$ cat config.mk
export PLATFORM = sky130hd
export DESIGN_NAME = matmul_seq_flat
export DESIGN_NICKNAME = d
export VERILOG_FILES = /design/src/rtl/matmul_seq_if.sv /design/src/rtl/matmul_seq.sv /design/src/flat_wrapper.sv
export SDC_FILE = /design/constraint.sdc
export NUM_CORES = 1
export LEC_CHECK = 0
export CAP_MARGIN = 20
export CORE_ASPECT_RATIO = 1.25
export CORE_MARGIN = 5
export CORE_UTILIZATION = 49
export DETAILED_ROUTE_END_ITERATION = 10
export GPL_ROUTABILITY_DRIVEN = 0
export PLACE_DENSITY = 0.83
export RECOVER_POWER = 25
export SLEW_MARGIN = 20
export SYNTH_ARGS = -nofsm -noshare
export SYNTH_HDL_FRONTEND = slang
export SYNTH_SLANG_ARGS = --single-unit
$ cat constraint.sdc
create_clock -name clk -period 3.7 [get_ports clk]
set_input_delay 0.74 -clock clk [delete_from_list [all_inputs] [get_ports clk]]
set_output_delay 0.74 -clock clk [all_outputs]
set_load 0.01 [all_outputs]
$ cat src/rtl/matmul_seq_if.sv
// Handshake bundle between matmul_seq and its environment (start/stall, dot-product unit, result writes).
// Optional MATMUL_SEQ_PERF_EN adds the cycle_count performance output.
interface matmul_seq_if #(
  parameter int N = 4
);
  localparam int IW = $clog2(N);
  localparam int AW = $clog2(N * N);

  logic          start;
  logic          stall;
  logic          busy;
  logic          done;
  logic          dp_issue;
  logic [IW-1:0] row_idx;
  logic [IW-1:0] col_idx;
  logic          dp_valid;
  logic [26:0]   dp_result;
  logic          wr_en;
  logic [AW-1:0] wr_addr;
  logic [26:0]   wr_data;
  logic          err;

`ifdef MATMUL_SEQ_PERF_EN
  logic [31:0]   cycle_count;

  modport slave (
    input  start, stall, dp_valid, dp_result,
    output busy, done, dp_issue, row_idx, col_idx, wr_en, wr_addr, wr_data, err, cycle_count
  );
  modport master (
    output start, stall, dp_valid, dp_result,
    input  busy, done, dp_issue, row_idx, col_idx, wr_en, wr_addr, wr_data, err, cycle_count
  );
`else
  modport slave (
    input  start, stall, dp_valid, dp_result,
    output busy, done, dp_issue, row_idx, col_idx, wr_en, wr_addr, wr_data, err
  );
  modport master (
    output start, stall, dp_valid, dp_result,
    input  busy, done, dp_issue, row_idx, col_idx, wr_en, wr_addr, wr_data, err
  );
`endif
endinterface

$ cat src/rtl/matmul_seq.sv
// Sequencer for an N x N matrix multiply on a shared dot-product unit: issues row/column pairs,
// writes returned results in order. Optional MATMUL_SEQ_PERF_EN adds a busy-cycle counter.
module matmul_seq #(
  parameter int N      = 4,
  parameter int DP_LAT = 3
) (
  input  logic         clk,
  input  logic         reset,
  matmul_seq_if.slave  bus
);
  localparam int NN           = N * N;
  localparam int IW           = $clog2(N);
  localparam int AW           = $clog2(NN);
  localparam int MAX_INFLIGHT = (NN > DP_LAT + 1) ? NN : DP_LAT + 1;
  localparam int OW           = $clog2(MAX_INFLIGHT + 1);

  localparam logic [IW-1:0] LAST_IDX  = IW'(N - 1);
  localparam logic [AW-1:0] LAST_ADDR = AW'(NN - 1);

  typedef enum logic [1:0] {
    IDLE  = 2'd0,
    ISSUE = 2'd1,
    DRAIN = 2'd2,
    DONE  = 2'd3
  } state_t;

  state_t        state_q, state_d;
  logic [IW-1:0] row_q, row_d;
  logic [IW-1:0] col_q, col_d;
  logic [AW-1:0] wcnt_q, wcnt_d;
  logic [OW-1:0] outst_q, outst_d;
  logic          wr_en_q, wr_en_d;
  logic [AW-1:0] wr_addr_q, wr_addr_d;
  logic [26:0]   wr_data_q, wr_data_d;
  logic          err_q, err_d;

  logic          issue_s;
  logic          accept_s;
  logic          last_pair_s;

  // Next-state, index, write and error logic.
  always_comb begin
    state_d     = state_q;
    row_d       = row_q;
    col_d       = col_q;
    wcnt_d      = wcnt_q;
    outst_d     = outst_q;
    wr_en_d     = 1'b0;
    wr_addr_d   = wr_addr_q;
    wr_data_d   = wr_data_q;
    err_d       = err_q;
    issue_s     = (state_q == ISSUE) && !bus.stall;
    accept_s    = bus.dp_valid && (outst_q != {OW{1'b0}});
    last_pair_s = (row_q == LAST_IDX) && (col_q == LAST_IDX);

    // A result with nothing in flight is a protocol error and is dropped.
    if (accept_s) begin
      wr_en_d   = 1'b1;
      wr_addr_d = wcnt_q;
      wr_data_d = bus.dp_result;
      wcnt_d    = wcnt_q + AW'(1);
    end else if (bus.dp_valid) begin
      err_d = 1'b1;
    end else begin
      err_d = err_q;
    end

    case ({issue_s, accept_s})
      2'b10:   outst_d = outst_q + OW'(1);
      2'b01:   outst_d = outst_q - OW'(1);
      default: outst_d = outst_q;
    endcase

    case (state_q)
      IDLE: begin
        if (bus.start) begin
          state_d = ISSUE;
          row_d   = {IW{1'b0}};
          col_d   = {IW{1'b0}};
          wcnt_d  = {AW{1'b0}};
        end else begin
          state_d = IDLE;
        end
      end
      ISSUE: begin
        if (issue_s) begin
          if (col_q == LAST_IDX) begin
            col_d = {IW{1'b0}};
            if (row_q == LAST_IDX) begin
              row_d = {IW{1'b0}};
            end else begin
              row_d = row_q + IW'(1);
            end
          end else begin
            col_d = col_q + IW'(1);
          end
          if (last_pair_s) begin
            state_d = DRAIN;
          end else begin
            state_d = ISSUE;
          end
        end else begin
          state_d = ISSUE;
        end
      end
      DRAIN: begin
        if (wr_en_q && (wr_addr_q == LAST_ADDR)) begin
          state_d = DONE;
        end else begin
          state_d = DRAIN;
        end
      end
      DONE:    state_d = IDLE;
      default: state_d = IDLE;
    endcase
  end

  // State and datapath registers.
  always_ff @(posedge clk or posedge reset) begin
    if (reset) begin
      state_q   <= IDLE;
      row_q     <= {IW{1'b0}};
      col_q     <= {IW{1'b0}};
      wcnt_q    <= {AW{1'b0}};
      outst_q   <= {OW{1'b0}};
      wr_en_q   <= 1'b0;
      wr_addr_q <= {AW{1'b0}};
      wr_data_q <= 27'd0;
      err_q     <= 1'b0;
    end else begin
      state_q   <= state_d;
      row_q     <= row_d;
      col_q     <= col_d;
      wcnt_q    <= wcnt_d;
      outst_q   <= outst_d;
      wr_en_q   <= wr_en_d;
      wr_addr_q <= wr_addr_d;
      wr_data_q <= wr_data_d;
      err_q     <= err_d;
    end
  end

  // dp_issue follows stall within the same cycle so a stalled cycle never launches work.
  assign bus.busy     = (state_q != IDLE);
  assign bus.done     = (state_q == DONE);
  assign bus.dp_issue = issue_s;
  assign bus.row_idx  = row_q;
  assign bus.col_idx  = col_q;
  assign bus.wr_en    = wr_en_q;
  assign bus.wr_addr  = wr_addr_q;
  assign bus.wr_data  = wr_data_q;
  assign bus.err      = err_q;

`ifdef MATMUL_SEQ_PERF_EN
  logic [31:0] cc_q, cc_d;

  // Busy-cycle counter: cleared on an accepted start, frozen once back in IDLE.
  always_comb begin
    cc_d = cc_q;
    if ((state_q == IDLE) && bus.start) begin
      cc_d = 32'd0;
    end else if (state_q != IDLE) begin
      cc_d = cc_q + 32'd1;
    end else begin
      cc_d = cc_q;
    end
  end

  // Counter register.
  always_ff @(posedge clk or posedge reset) begin
    if (reset) begin
      cc_q <= 32'd0;
    end else begin
      cc_q <= cc_d;
    end
  end

  assign bus.cycle_count = cc_q;
`endif
endmodule

$ cat src/flat_wrapper.sv
// flat-port wrapper written by rule: the top's interface ports become plain ports
module matmul_seq_flat 
#(
  parameter int N      = 4,
  parameter int DP_LAT = 3
)
  (clk, reset, bus_start, bus_stall, bus_dp_valid, bus_dp_result, bus_busy, bus_done, bus_dp_issue, bus_row_idx, bus_col_idx, bus_wr_en, bus_wr_addr, bus_wr_data, bus_err);
  matmul_seq_if #(.N(N)) bus_i ();
  input  logic clk;
  input  logic reset;
  input wire logic [$bits(bus_i.start)-1:0] bus_start;
  input wire logic [$bits(bus_i.stall)-1:0] bus_stall;
  input wire logic [$bits(bus_i.dp_valid)-1:0] bus_dp_valid;
  input wire logic [$bits(bus_i.dp_result)-1:0] bus_dp_result;
  output wire logic [$bits(bus_i.busy)-1:0] bus_busy;
  output wire logic [$bits(bus_i.done)-1:0] bus_done;
  output wire logic [$bits(bus_i.dp_issue)-1:0] bus_dp_issue;
  output wire logic [$bits(bus_i.row_idx)-1:0] bus_row_idx;
  output wire logic [$bits(bus_i.col_idx)-1:0] bus_col_idx;
  output wire logic [$bits(bus_i.wr_en)-1:0] bus_wr_en;
  output wire logic [$bits(bus_i.wr_addr)-1:0] bus_wr_addr;
  output wire logic [$bits(bus_i.wr_data)-1:0] bus_wr_data;
  output wire logic [$bits(bus_i.err)-1:0] bus_err;
  assign bus_i.start = bus_start;
  assign bus_i.stall = bus_stall;
  assign bus_i.dp_valid = bus_dp_valid;
  assign bus_i.dp_result = bus_dp_result;
  assign bus_busy = bus_i.busy;
  assign bus_done = bus_i.done;
  assign bus_dp_issue = bus_i.dp_issue;
  assign bus_row_idx = bus_i.row_idx;
  assign bus_col_idx = bus_i.col_idx;
  assign bus_wr_en = bus_i.wr_en;
  assign bus_wr_addr = bus_i.wr_addr;
  assign bus_wr_data = bus_i.wr_data;
  assign bus_err = bus_i.err;
  matmul_seq #(.N(N), .DP_LAT(DP_LAT)) u_core (.clk(clk), .reset(reset), .bus(bus_i));
endmodule
==> impl_metrics.env <==
export IMPL_status="complete, but fails checks"
export IMPL_violations="capacitance limit, slew limit"
export IMPL_placed_cell_area_sq_um=2910
export IMPL_detail_route_first_pass_iterations=4
export IMPL_synth_seq_cells=48
export IMPL_clkSlewWorstSetupHoldPaths_ns=0.08
export IMPL_start_util_pct=50.3
export IMPL_nNetsFinal=264
export IMPL_crit_type="input pin to output pin"
export IMPL_cts_tree="built"
export IMPL_clock_latency_ns=0.29
export IMPL_grt_pass1_wl_um=6690
export IMPL_path_max_fanout=5
export IMPL_synth_adder_area_share_pct=3.42
export IMPL_detail_route_wl_per_cell_um=14.5
export IMPL_finalClockSkew_ns=0.00536
export IMPL_hold_viol=0
export IMPL_post_place_ws_ns=0.509
export IMPL_mappedNetlistNets=190
export IMPL_drc=0
export IMPL_hold_class="flip-flop to flip-flop"
export IMPL_drtIter0Drc=49
export IMPL_multi_input_area_sq_um=903
export IMPL_seq_area_sq_um=1200
export IMPL_pwr_density_cell_nw_per_um2=625
export IMPL_crit_path_end_kind="output pin"
export IMPL_worstPathRequired_ns=2.96
export IMPL_yosysSeqAreaShare_pct=54.8
export IMPL_critPathLaunchType="input pin"
export IMPL_fmax_ghz=0.334
export IMPL_port_buffers=71
export IMPL_cellLeakagePower_uw=0.00134
export IMPL_antenna_left=0
export IMPL_final_cell_mix="clkdlybuf4s50_1 (69), dfrtp_1 (48), mux2_4 (27), nor2_1 (13)"
export IMPL_synth_cell_types=35
export IMPL_finalNonFillerCells=285
export IMPL_fin_crit_sh_pct=80.8
export IMPL_synthesis_area_sq_um=2190
export IMPL_slew_violations=49
export IMPL_cts_repair_resized=0
export IMPL_ios=72
export IMPL_mostFrequentLayoutCell="clkdlybuf4s50_1"
export IMPL_syn_area_per_cell_sq_um=14.4
export IMPL_syn_to_final_growth_pct=37.4
export IMPL_fillers=296
export IMPL_crit_path_top_delay_cell="clkdlybuf4s50_1"
export IMPL_grt_max_degree=49
export IMPL_grtUsageTotal_pct=14.1
export IMPL_dieWidth_um=69.8
export IMPL_place_hpwl_um=3030
export IMPL_numCtsBuffers=5
export IMPL_grt_pass1_vias=1377
export IMPL_slew_headroom_pct=-34.0
export IMPL_r2r_cells=9
export IMPL_avgViaCountPerCell=4.90
export IMPL_fin_ws_ns=0.710
export IMPL_synth_edf_count=0
export IMPL_stdcell_area_sq_um=3010
export IMPL_dp_cells=277
export IMPL_arrival_ns=2.25
export IMPL_ir_worst_vdd_uv=414
export IMPL_yosysWarningCount=0
export IMPL_htreeDepth=2
export IMPL_fp_coreArea_sq_um=4360
export IMPL_synthCells=152
export IMPL_rsz0062_at_grt="no"
export IMPL_period_needed_ns=2.99
export IMPL_wl_um=4130
export IMPL_core_rowCount=27
export IMPL_antenna_found_initial=0
export IMPL_clockBufferDepth=2
export IMPL_maxCapViolCount=1
export IMPL_fp_dieArea_sq_um=5920
export IMPL_slowest_delay_ns=0.64
export IMPL_cts_sinks=48
export IMPL_cts_setup_buffers=0
export IMPL_setup_viol_count_final=0
export IMPL_worst_pin_slew_ns=2.00
export IMPL_muxShareOfSynthArea_pct=21.5
export IMPL_ys_flop_type="dfrtp_1"
export IMPL_setup_tns_ns=0
export IMPL_synth_xor_xnor_area_share_pct=3.59
export IMPL_synth_compound_area_share_pct=5.25
export IMPL_async_reset_ff_share_pct=100
export IMPL_cpMostUsedCell="clkdlybuf4s50_1"
export IMPL_total_power_uw=1880
export IMPL_yosys_area_share_simple_pct=7.42
export IMPL_synth_top_family_by_area="multiplexers"
export IMPL_cts_root_buf="clkbuf_8"
export IMPL_die_y_um=84.8
export IMPL_whs_path_depth=1
export IMPL_cts_hold_buf=0
export IMPL_diodes=0
export IMPL_vias=1396
export IMPL_drive_above_1_share_pct=20.3
export IMPL_worstPathCellList="clkdlybuf4s50_1 > nor3b_1 > clkdlybuf4s50_1"
export IMPL_grt_remaining_overflow=0
-- power by group --
part	internal (uW)	total [uW]	switching, uW
logic	457	735	278
registers	685	828	142
clock network	151	320	169
total	1290	1880	589
-- metrics by stage --
stage / util (%) / hold WS [ns]
final: 69.1 / 0.482
after global routing: 69.1 / 0.498
after CTS: 69.1 / 0.487
after detailed placement: 66.9 / 0.463
after global placement: 66.9 / 0.461
after floorplan: - / 0.443
-- registers in the layout (all words and copies together), names as in the netlist, named ones only --
| signal | cells |
|---|---|
| u_core.bus.wr_en | 1 |
| u_core.outst_q | 5 |
| u_core.bus.row_idx | 2 |
| u_core.bus.wr_addr | 4 |
| u_core.bus.col_idx | 2 |
| u_core.state_q | 1 |
| u_core.bus.err | 1 |
| u_core.bus.wr_data | 27 |
| u_core.wcnt_q | 4 |
-- area by class of cell --
cell class              instances  share of cell area, %
clock buffers                   6                   2.74
repair buffers                 72                   23.8
flip-flops and latches         48                   39.9
well taps                      58                   2.41
multi-input cells              94                   30.0
clock inverters                 2                  0.498
inverters                       5                  0.664
-- cells in the mapped netlist (2+ instances only) --
master    n  area [sq um]
nand2_1   3          11.3
buf_12    2          40.0
mux2_2    5          56.3
dfrtp_1  48          1200
a22o_1    4          35.0
ha_1      6          75.1
o21ai_0   2          10.0
a21oi_1   5          25.0
inv_1     5          18.8
nand3_1   2          10.0
mux2_4   27           405
xor2_1    6          52.6
nor2_1   13          48.8
xnor2_1   3          26.3
-- final timing paths --
check                                            from                           endpoint  slack, ns
setup / recovery                            bus_stall                       bus_dp_issue       0.71
hold / removal             u_core.bus.err$_DFFE_PP0P_         u_core.bus.err$_DFFE_PP0P_       0.48
setup reg to reg                            flip-flop      u_core.outst_q[4]$_DFFE_PP0P_       1.25
hold reg to reg            u_core.bus.err$_DFFE_PP0P_         u_core.bus.err$_DFFE_PP0P_       0.48
max in group asynchronous                       reset      u_core.outst_q[3]$_DFFE_PP0P_       1.38
min in group asynchronous                       reset  u_core.bus.wr_data[5]$_DFFE_PP0N_       1.40
-- cell families after synthesis --
kind of cell             Yosys count
flip-flops                        48
adder cells (fa/ha/maj)            6
AO/OA/AOI/OAI                     16
multiplexers                      33
buffers and inverters             10
AND/OR/NAND/NOR                   30
XOR/XNOR                           9
-- critical path: cells and delay by family --
family	cells	cell delay, ns
simple gates	1	0.43
buf+inv	2	1.08
-- layer usage --
layer  up-vias  wire, um  part of all wire, %  track usage [%]
met5         -         0                    0                0
met3         3       253                  6.1             4.07
met4         0        36                 0.87             3.66
li1        683         -                    -                -
met2        43      1930                   47             22.4
met1       667      1910                   46             19.1
Power figures use the tool's default switching activity.
==> variant (same flow settings) <==
`N` is set to 4 in 3 places; all go to 8.
--- a/src/rtl/matmul_seq_if.sv
+++ b/src/rtl/matmul_seq_if.sv
@@ -3,3 +3,3 @@
 interface matmul_seq_if #(
-  parameter int N = 4
+  parameter int N = 8
 );
--- a/src/rtl/matmul_seq.sv
+++ b/src/rtl/matmul_seq.sv
@@ -3,3 +3,3 @@
 module matmul_seq #(
-  parameter int N      = 4,
+  parameter int N      = 8,
   parameter int DP_LAT = 3
--- a/src/flat_wrapper.sv
+++ b/src/flat_wrapper.sv
@@ -3,3 +3,3 @@
 #(
-  parameter int N      = 4,
+  parameter int N      = 8,
   parameter int DP_LAT = 3
Interface: changed (resized bus_col_idx, bus_row_idx and bus_wr_addr); port bits go from 72 to 76. The function was not compared with the original's and may differ.
==> variant against the unedited design <==
Total power rose by 9.0%. Clock skew increased by 0.0030 ns. Synthesized area grew 16%. Register-to-register slack lost 0.59 ns. First-iteration DRC count increased to 2.6 times the old value. Worst hold slack worse by 0.0013 ns. Count of clock-buffer cells in the layout is the same. Final cell count rose by 20%. Maximum frequency is 1.7% lower. Worst setup slack worse by 0.052 ns. Wire length is 29% higher. Sequential cell count up 8. Via count increased by 28%. Cell area rose by 14%. Largest cell class unchanged.
==> variant: results (changes against the unedited design) <==
final_layout:
  buffers: 81  # +13%
  num-nets-final: 319  # +21%
  final-nonclk-buf-share_pct: 23.0  # -0.85 points
  seq_area_share_pct: 40.9  # +0.99 points
  num-fill-cells: 405  # +37%
  nNonClkInverters: 8  # +3
  multi_input_comb_cells: 127  # +35%
sta:
  max_slew.worst_pin.slew_ns: 0.935  # -1.06 ns
  skew_ns: 0.00832  # +0.00296 ns
power:
  p_leak_uw: 0.00146  # +9.2%
critical_path:
  path_max_fanout: 8  # +3
  crit_type: "reg2reg"
  r2r_slack_ns: 0.66  # -0.59 ns
  critPathArrivalTime_ns: 3.28  # +1.03 ns
routing:
  first_iter_violations: 127  # +160%
  drt-total-wl_um: 5320  # +29%
status:
  status: "completed"
place:
  port_buffers: 75  # +5.6%
  post-dp-hpwl_um: 3930  # +30%
yosys:
  synth-seq-area-share_pct: 55.3  # +0.49 points
  synth-seq-cells: 56  # +17%
  synth_common_cells: "dfrtp_1, mux2_2, nor2_1, xor2_1"
global_routing:
  grt_use_total_pct: 17.1  # +3.0 points
  first_global_vias: 1903  # +38%
  grt_pass1_wl_um: 8980  # +34%
-- variant: through the flow --
step	instance area, sq um	setup slack [ns]	power (uW)	hold WS (ns)
6_report	3430	0.658	2050	0.481
5_1_grt	3430	0.478	2200	0.513
4_1_cts	3440	0.640	2080	0.485
3_5_place_dp	3360	0.460	1760	0.460
3_3_place_gp	3360	0.526	1720	0.454
2_1_floorplan	2540	0.591	1400	0.442
-- variant: final timing paths --
| path | end | cells after the start |
|---|---|---|
| setup / recovery | u_core.outst_q[6] | 10 |
| hold / removal | u_core.bus.err | 1 |
| setup reg to reg | u_core.outst_q[6] | 10 |
| hold reg to reg | u_core.bus.err | 1 |
| max in group asynchronous | u_core.bus.col_idx[0] | 3 |
| min in group asynchronous | u_core.bus.wr_data[11] | 2 |
-- variant: routing by layer --
| layer | track usage (%) | part of all wire, % |
|---|---|---|
| met3 | 4.79 | 5.9 |
| met2 | 28.0 | 52 |
| met1 | 21.0 | 40 |
| met4 | 6.82 | 2.2 |
| met5 | 0 | 0 |
-- variant: worst max-delay path: stages, from the launching register on --
cell	delay [ns]
dfrtp_1	0.48
nor4_1	0.63
a21boi_4	0.12
ha_1	0.23
xor2_1	0.15
ha_1	0.21
a21boi_2	0.16
o22a_2	0.24
a2111o_1	0.41
a31oi_1	0.19
xor2_1	0.15
-- variant: kinds of logic after synthesis --
family / Yosys count / share of synthesized area (%)
flip-flops: 56 / 55.3
AND/OR/NAND/NOR: 45 / 9.28
multiplexers: 36 / 15.9
AO/OA/AOI/OAI: 25 / 7.50
buffers and inverters: 16 / 3.60
XOR/XNOR: 13 / 4.49
adder cells (fa/ha/maj): 8 / 3.95
-- variant: where the power goes --
part	internal, uW	leakage, uW	switching, uW
combinational	453	0.000756	301
clock	129	0.0000410	187
sequential	794	0.000665	185
total	1380	0.00146	674
